$ cat src/rtl/register_8_bit_serializer_pkg.sv
// serializer_pkg: shared state encoding, idle line level and default sizing for the serializer.
package serializer_pkg;
   typedef enum logic [2:0] {IDLE, START, DATA, PARITY, STOP} state_t;
   localparam logic SER_IDLE_LEVEL = 1'b1;
   localparam int DEF_DATA_W = 8;
   localparam int DEF_BIT_CYCLES = 4;
endpackage

$ cat src/rtl/register_8_bit_serializer_if.sv
// register_8_bit_serializer_if: valid/ready word handshake into the serializer.
interface register_8_bit_serializer_if #(parameter int DATA_W = serializer_pkg::DEF_DATA_W);
   logic [DATA_W-1:0] d_in;
   logic d_valid;
   logic d_ready;
   modport master (output d_in, d_valid, input d_ready);
   modport slave (input d_in, d_valid, output d_ready);
endinterface

$ cat src/rtl/register_8_bit_serializer_bit_timer.sv
// serializer_bit_timer: BIT_CYCLES modulo counter with synchronous clear; flags the terminal count.
module serializer_bit_timer #(
   parameter int BIT_CYCLES = serializer_pkg::DEF_BIT_CYCLES
) (
   input  logic clk,
   input  logic clear_i,
   output logic bit_tick_o,
   output logic pre_tick_o
);
   localparam int CW = BIT_CYCLES > 1 ? $clog2(BIT_CYCLES) : 1;
   localparam logic [CW-1:0] LAST = CW'(BIT_CYCLES - 1);
   logic [CW-1:0] cnt_q, cnt_d;
   assign bit_tick_o = cnt_q == LAST;
   assign cnt_d = (clear_i || bit_tick_o) ? '0 : cnt_q + 1'b1;
   // Lets the owner register outputs that must line up with the next terminal count.
   assign pre_tick_o = cnt_d == LAST;
   always_ff @(posedge clk) begin
      cnt_q <= cnt_d;
   end
endmodule

$ cat src/rtl/register_8_bit_serializer.sv
// register_8_bit_serializer: framed LSB-first serial transmitter (start, data, stop).
// Define SERIALIZER_PARITY_EN to insert an even-parity bit before the stop bit.
module register_8_bit_serializer
   import serializer_pkg::*;
#(
   parameter int DATA_W = DEF_DATA_W,
   parameter int BIT_CYCLES = DEF_BIT_CYCLES
) (
   input  logic clk,
   input  logic reset,
   register_8_bit_serializer_if.slave bus,
   output logic ser_out,
   output logic busy,
   output logic done
);
   localparam int IW = DATA_W > 1 ? $clog2(DATA_W) : 1;
   state_t state_q, state_d;
   logic [DATA_W-1:0] shreg_q, shreg_d;
   logic [IW-1:0] idx_q, idx_d;
   logic ser_q, busy_q, done_q, ser_d;
   logic hs, bit_tick, pre_tick, last_bit, shift;
`ifdef SERIALIZER_PARITY_EN
   logic par_q;
`endif
   assign bus.d_ready = state_q == IDLE && !reset;
   assign hs = bus.d_valid && bus.d_ready;
   assign last_bit = idx_q == IW'(DATA_W - 1);
   assign shift = state_q == DATA && bit_tick;
   assign ser_out = ser_q;
   assign busy = busy_q;
   assign done = done_q;
   serializer_bit_timer #(.BIT_CYCLES(BIT_CYCLES)) u_timer (
      .clk(clk),
      .clear_i(reset || hs),
      .bit_tick_o(bit_tick),
      .pre_tick_o(pre_tick)
   );
   always_comb begin
      state_d = state_q;
      case (state_q)
         IDLE: if (hs) state_d = START;
         START: if (bit_tick) state_d = DATA;
`ifdef SERIALIZER_PARITY_EN
         DATA: if (bit_tick && last_bit) state_d = PARITY;
         PARITY: if (bit_tick) state_d = STOP;
`else
         DATA: if (bit_tick && last_bit) state_d = STOP;
`endif
         STOP: if (bit_tick) state_d = IDLE;
         default: state_d = IDLE;
      endcase
      if (reset) state_d = IDLE;
      shreg_d = hs ? bus.d_in : shift ? shreg_q >> 1 : shreg_q;
      idx_d = hs ? '0 : shift ? (last_bit ? '0 : idx_q + 1'b1) : idx_q;
      // Outputs are registered, so they are decoded from the state being entered.
`ifdef SERIALIZER_PARITY_EN
      ser_d = state_d == START ? 1'b0 : state_d == DATA ? shreg_d[0] : state_d == PARITY ? par_q : SER_IDLE_LEVEL;
`else
      ser_d = state_d == START ? 1'b0 : state_d == DATA ? shreg_d[0] : SER_IDLE_LEVEL;
`endif
   end
   always_ff @(posedge clk) begin
      if (reset) begin
         state_q <= IDLE;
         shreg_q <= '0;
         idx_q <= '0;
         ser_q <= SER_IDLE_LEVEL;
         busy_q <= 1'b0;
         done_q <= 1'b0;
`ifdef SERIALIZER_PARITY_EN
         par_q <= 1'b0;
`endif
      end else begin
         state_q <= state_d;
         shreg_q <= shreg_d;
         idx_q <= idx_d;
         ser_q <= ser_d;
         busy_q <= state_d != IDLE;
         done_q <= state_d == STOP && pre_tick;
`ifdef SERIALIZER_PARITY_EN
         par_q <= hs ? ^bus.d_in : par_q;
`endif
      end
   end
endmodule

$ cat src/flat_wrapper.sv
// flat-port wrapper written by rule: the top's interface ports become plain ports
module register_8_bit_serializer_flat import serializer_pkg::*;
#(
   parameter int DATA_W = DEF_DATA_W,
   parameter int BIT_CYCLES = DEF_BIT_CYCLES
)
  (clk, reset, ser_out, busy, done, bus_d_in, bus_d_valid, bus_d_ready);
  register_8_bit_serializer_if #(.DATA_W(DATA_W)) bus_i ();
  input  logic clk;
  input  logic reset;
  output logic ser_out;
  output logic busy;
  output logic done;
  input wire logic [$bits(bus_i.d_in)-1:0] bus_d_in;
  input wire logic [$bits(bus_i.d_valid)-1:0] bus_d_valid;
  output wire logic [$bits(bus_i.d_ready)-1:0] bus_d_ready;
  assign bus_i.d_in = bus_d_in;
  assign bus_i.d_valid = bus_d_valid;
  assign bus_d_ready = bus_i.d_ready;
  register_8_bit_serializer #(.DATA_W(DATA_W), .BIT_CYCLES(BIT_CYCLES)) u_core (.clk(clk), .reset(reset), .bus(bus_i), .ser_out(ser_out), .busy(busy), .done(done));
endmodule
$ cat config.mk
export PLATFORM = sky130hd
export DESIGN_NAME = register_8_bit_serializer_flat
export DESIGN_NICKNAME = d
export VERILOG_FILES = /design/src/rtl/register_8_bit_serializer_pkg.sv /design/src/rtl/register_8_bit_serializer_if.sv /design/src/rtl/register_8_bit_serializer_bit_timer.sv /design/src/rtl/register_8_bit_serializer.sv /design/src/flat_wrapper.sv
export SDC_FILE = /design/constraint.sdc
export NUM_CORES = 1
export LEC_CHECK = 0
export ABC_AREA = 1
export BUFFER_PORTS_ARGS = -buffer_cell sky130_fd_sc_hd__buf_2
export CAP_MARGIN = 10
export CORE_MARGIN = 5
export CORE_UTILIZATION = 58
export CTS_CLUSTER_DIAMETER = 80
export CTS_CLUSTER_SIZE = 16
export DETAILED_ROUTE_END_ITERATION = 8
export PLACE_DENSITY_LB_ADDON = 0.1
export SETUP_SLACK_MARGIN = 0.5
export SLEW_MARGIN = 20
export SYNTH_ARGS = -nofsm -noshare
export SYNTH_HDL_FRONTEND = slang
export SYNTH_SLANG_ARGS = --single-unit
$ cat constraint.sdc
create_clock -name clk -period 2.9 [get_ports clk]
set_input_delay 0.29 -clock clk [delete_from_list [all_inputs] [get_ports clk]]
set_output_delay 0.29 -clock clk [all_outputs]
set_load 0.005 [all_outputs]
* Yosys cells after proc, flatten, opt, wreduce, memory -nomap -nowiden *
Index checks and enable logic that the tools add are counted.

word-level totals
  bits in registers = 19
  input bits = 11
  output and inout port bits = 4

cells by class
  add/sub/neg operators = 2
  eq/ne operators = 9
  mux-type cells = 12
  reduce and logical (&&, ||, !) cells = 12

operators by type and width
  kind                                                                    count
  3-bit two-way mux                                                       6
  8-bit two-way mux                                                       2
  3-bit one-hot mux with 4 select lines                                   1
  3-bit equality test (second input constant)                             3
  3-bit by 1-bit equality test with 1-bit output (second input constant)  2
  3-bit by 2-bit equality test with 1-bit output (second input constant)  2
  1-bit logical AND                                                       5
  2-bit equality test (second input constant)                             2
  3-bit by 1-bit adder with 3-bit output (second input constant)          1
  3-bit logical NOT                                                       1
  3-bit nonzero test                                                      1
  2-bit by 1-bit adder with 2-bit output (second input constant)          1
  1-bit logical OR                                                        2
  1-bit two-way mux                                                       2
  2-bit two-way mux                                                       1
  2-bit nonzero test                                                      1
  2-bit OR reduction                                                      1
  1-bit logical NOT                                                       1

* Logic depth before layout (Yosys ltp) *
  depth in word-level cells = 9
  mapped depth = 8

* Modules after synthesis *
Synthesis repeated with hierarchy kept, for this count alone.

second synthesis, totals
  cell total of the unflattened synthesis = 115
  area, all modules = 892.1 um^2

modules (own cells, without submodules)
  module                     instances  cells an instance  area each (um^2)  sequential area each (um^2)
  register_8_bit_serializer  1          107                817.0             340.3
  serializer_bit_timer       1          8                  75.1              40.0

* Least setup slack after synthesis *
No wires, ideal clock.

  path type = register to register
  from = reg u_core.idx_q[0]
  to = reg u_core.ser_q, in the netlist u_core.ser_out
  library setup time = 0.109 ns
  data arrival time = 1.184 ns
  data required time = 2.791 ns
  path slack = 1.608 ns
  stages on the path, launching flop included = 9
  buffers on the path = 0
  clock period less this slack = 1.292 ns
  cells stage by stage = dfxtp_1 -> ha_1 -> ha_1 -> nand2_1 -> nand3_1 -> a21oi_2 -> nand3_1 -> nand2_1 -> inv_1

on the way
  cells in the longest elaborated chain, start to end = 8

RTL lines
  element                                         line                             text
  start: declaration                              register_8_bit_serializer.sv:19  logic [IW-1:0] idx_q, idx_d;
  start signal: assignment                        register_8_bit_serializer.sv:76  idx_q <= idx_d;
  3-bit equality test (*)                         register_8_bit_serializer.sv:27  assign last_bit = idx_q == IW'(DATA_W - 1);
  1-bit logical AND (*)                           register_8_bit_serializer.sv:47  DATA: if (bit_tick && last_bit) state_d = STOP;
  3-bit two-way mux (*)                           register_8_bit_serializer.sv:47
  3-bit one-hot mux with 4 select lines (*)       register_8_bit_serializer.sv:40  case (state_q)
  3-bit two-way mux (*)                           register_8_bit_serializer.sv:52  if (reset) state_d = IDLE;
  3-bit by 2-bit equality test with 1-bit output  register_8_bit_serializer.sv:59  ser_d = state_d == START ? 1'b0 : state_d == DATA ? shreg_d[0] : SER_IDLE_LEVEL;
  1-bit two-way mux                               register_8_bit_serializer.sv:59
  1-bit two-way mux (*)                           register_8_bit_serializer.sv:59
  end signal: assignment                          register_8_bit_serializer.sv:77  ser_q <= ser_d;
  end: declaration                                register_8_bit_serializer.sv:20  logic ser_q, busy_q, done_q, ser_d;

Every way passes the cells marked *; elsewhere a longest branch is shown, timed or not.
A chain may end at the register's enable or synchronous reset.

* Final worst setup path *
  from = reg u_core.state_q[0]
  to = out bus_d_ready

on the way
  cells in the longest elaborated chain, start to end = 2

RTL lines
  element                   line                             text
  start: declaration        register_8_bit_serializer.sv:17  state_t state_q, state_d;
  start signal: assignment  register_8_bit_serializer.sv:74  state_q <= state_d;
  3-bit logical NOT         register_8_bit_serializer.sv:25  assign bus.d_ready = state_q == IDLE && !reset;
  1-bit logical AND         register_8_bit_serializer.sv:25
  end: declaration          flat_wrapper.sv:16               output wire logic [$bits(bus_i.d_ready)-1:0] bus_d_ready;

Every way passes these cells.

==> metrics.txt <==
Synth Register Bits 19; Clk pin slew, worst setup/hold paths ~110 ps; Slew Viols, Final 0; CORE AREA roughly 0.0015 mm²; Tmin final approximately 1500 ps; Synth Instances ~120; Max FO, Critical Path 5; placed cells ~150; Mapped Area about 940 µm²; Post-synth EDFFs 0; cell taking the most area after synthesis dfxtp_1; power density cells around 460 mW/mm²; Main synth FF type dfxtp_1; Max IR drop VDD ~0.43 mV; vias approximately 750; largest family of logic cells by synthesized area simple AND/OR/NAND/NOR gates; status completed; initial antenna violation count 0; Synth Area in XOR/XNOR 0%; Sink Count 19; first-pass GRT wire length 2860 µm; TritonRoute pass-1 iters 4; Max Cap Viol 0; DR DRC count 0; Synth Area in Compound Gates 13.0%; Post-CTS Setup Repair Bufs 0; final WL approximately 1700 µm; vias in the first global route a little over 700; CTS tree built; Clock Path Buffers 2; H-tree levels 1; Achievable Freq between 600 and 700 MHz; largest net degree at the start of global routing 14; R2R Setup Slk approximately 1400 ps; Skew-Pair Late Insertion Delay ~290 ps; Overall Global Routing Usage 14.1%; top post-synthesis cells by area dfxtp_1 (40%), inv_1 (8.8%), nor2_1 (8.0%); IO buf count 14; post_cts resized 0; Via density roughly 5; Arr. time, crit path 1190 ps; HP Start bus_d_in[7]; Critical Path RT 2610 ps; Setup TNS 0 ps; Hold Buf Count CTS 0; Avg Cell Area, Syn around 8 µm²; die area 0.00253 mm²; Leak between 0.0004 and 0.0005 µW; relative slew slack 78.5%; FP Rows 14; DP Area around 0.001 mm²; post-route cell area 0.00103 mm²; critical path startpoint category flop; io pins 15; reg2reg end u_core.done; post-synthesis mux area share 0%; Initial Utilization between 60% and 70%; Critical path origin u_core.state_q[0]; Hold Fails Final Rpt 0; Commonest cells post-synth inv_1 (22), nor2_1 (20), dfxtp_1 (19), nand2_1 (12), nand3_1 (8); RSZ-0062 raised after global routing false; die height approximately 50 µm; Area Overhead vs Synth 9.55%; Final Wtd Congestion ~0.74; # fillers approximately 150; # nets final approximately 150; hold crit path type in2reg; Final Setup Violations 0; clock root cell clkbuf_4; post-route ant nets 0; width of the die slightly above 50 µm; post-synthesis async set-or-reset flop share 0%; sequential share of the synthesized area between 40 and 50%; WL/cell about 11 µm; synth unique cells 25; final non-filler cell total 150; Setup crit end bus_d_ready; syn_nets around 130; diode count 0; WS Path Type reg2out; Worst-Margin Slew 322 ps; Synth warnings 0; CP endpoint kind output port; post-synthesis adder-cell area fraction around 4.0%; cell with the most instances after synthesis inv_1; Final HPWL DP approximately 1300 µm; Inserted Clock Buffers 3; reg2reg start u_core.state_q[0]; skew final 1.75 ps; DR iter-0 viols 10; Post-Synth Simple-Gate Area 29.4%; final cycle utilization of the critical path between 50 and 60%; top cell type's share of synthesized area 40.3%; GR Overflow Total 0; Worst R2R Path Depth 6; share of cells above drive strength 1 about 28%
-- layer usage --
layer,GRT usage [%],wire length (µm)
met2,23.4,787
met3,3.85,84
met1,17.6,769
met5,0,0
met4,4.68,24
-- stage by stage --
step           util [%]  hold slack, ps  setup WS [ps]  power (µW)
6_report           67.8             268           1420         471
2_1_floorplan         -             447           1610         331
4_1_cts            67.8             263           1420         475
3_5_place_dp       66.0             468           1340         348
5_1_grt            67.8             243           1260         502
3_3_place_gp       66.0             468           1400         346
-- flip-flops by register name, indices dropped and copies added, names as in the netlist --
name                  flops
u_core.shreg_q            8
u_core.idx_q              3
u_core.state_q            3
u_core.u_timer.cnt_q      2
u_core.busy               1
u_core.done               1
u_core.ser_out            1
-- power by group --
group / internal [µW] / switching [µW]
clock: 51.2 / 79.1
sequential: 273 / 5.45
combinational: 26.0 / 36.7
total: 350 / 121
-- final cells by class --
cell class | instances | area [µm²] | area share, %
Clock buffer | 3 | 22.5 | 2.18
Clock inverter | 1 | 5.00 | 0.484
Inverter | 26 | 97.6 | 9.44
Multi-Input combinational cell | 71 | 438 | 42.4
Sequential cell | 19 | 380 | 36.8
Tap cell | 16 | 20.0 | 1.94
Timing Repair Buffer | 14 | 70.1 | 6.78
-- how the worst min path moves through the flow --
stage,end,cells after the start,slack (ps)
floorplan,u_core.idx_q[1],2,450
global placement,u_core.idx_q[2],2,470
detailed placement,u_core.idx_q[2],2,470
CTS,u_core.shreg_q[7],3,260
global route,u_core.shreg_q[7],3,240
finish,u_core.shreg_q[7],3,270
-- kinds of logic (layout without fill, tap and decap cells) --
kind of cell,Yosys count,after routing
and+or+nand+nor,54,54
buffers and inverters,29,44
DFF,19,19
AOI/OAI and AO/OA,14,14
adders and majority gates,3,3
-- cell usage in the layout (no fill, tap or decap), types with 2 or more instances in the layout --
| cell type | instances |
|---|---|
| a21oi_1 | 5 |
| buf_2 | 14 |
| clkbuf_4 | 3 |
| dfxtp_1 | 19 |
| ha_1 | 3 |
| inv_1 | 22 |
| inv_2 | 3 |
| nand2_1 | 12 |
| nand3_1 | 8 |
| nand4_1 | 3 |
| nor2_1 | 20 |
| nor2_2 | 2 |
| nor3_1 | 2 |
| o22ai_2 | 6 |
-- worst max-delay path: stages (launching register included) --
cell	delay, ps
dfxtp_1	390
nor4_2	340
buf_2	170
Note: power is estimated with default switching activity, not from simulation.
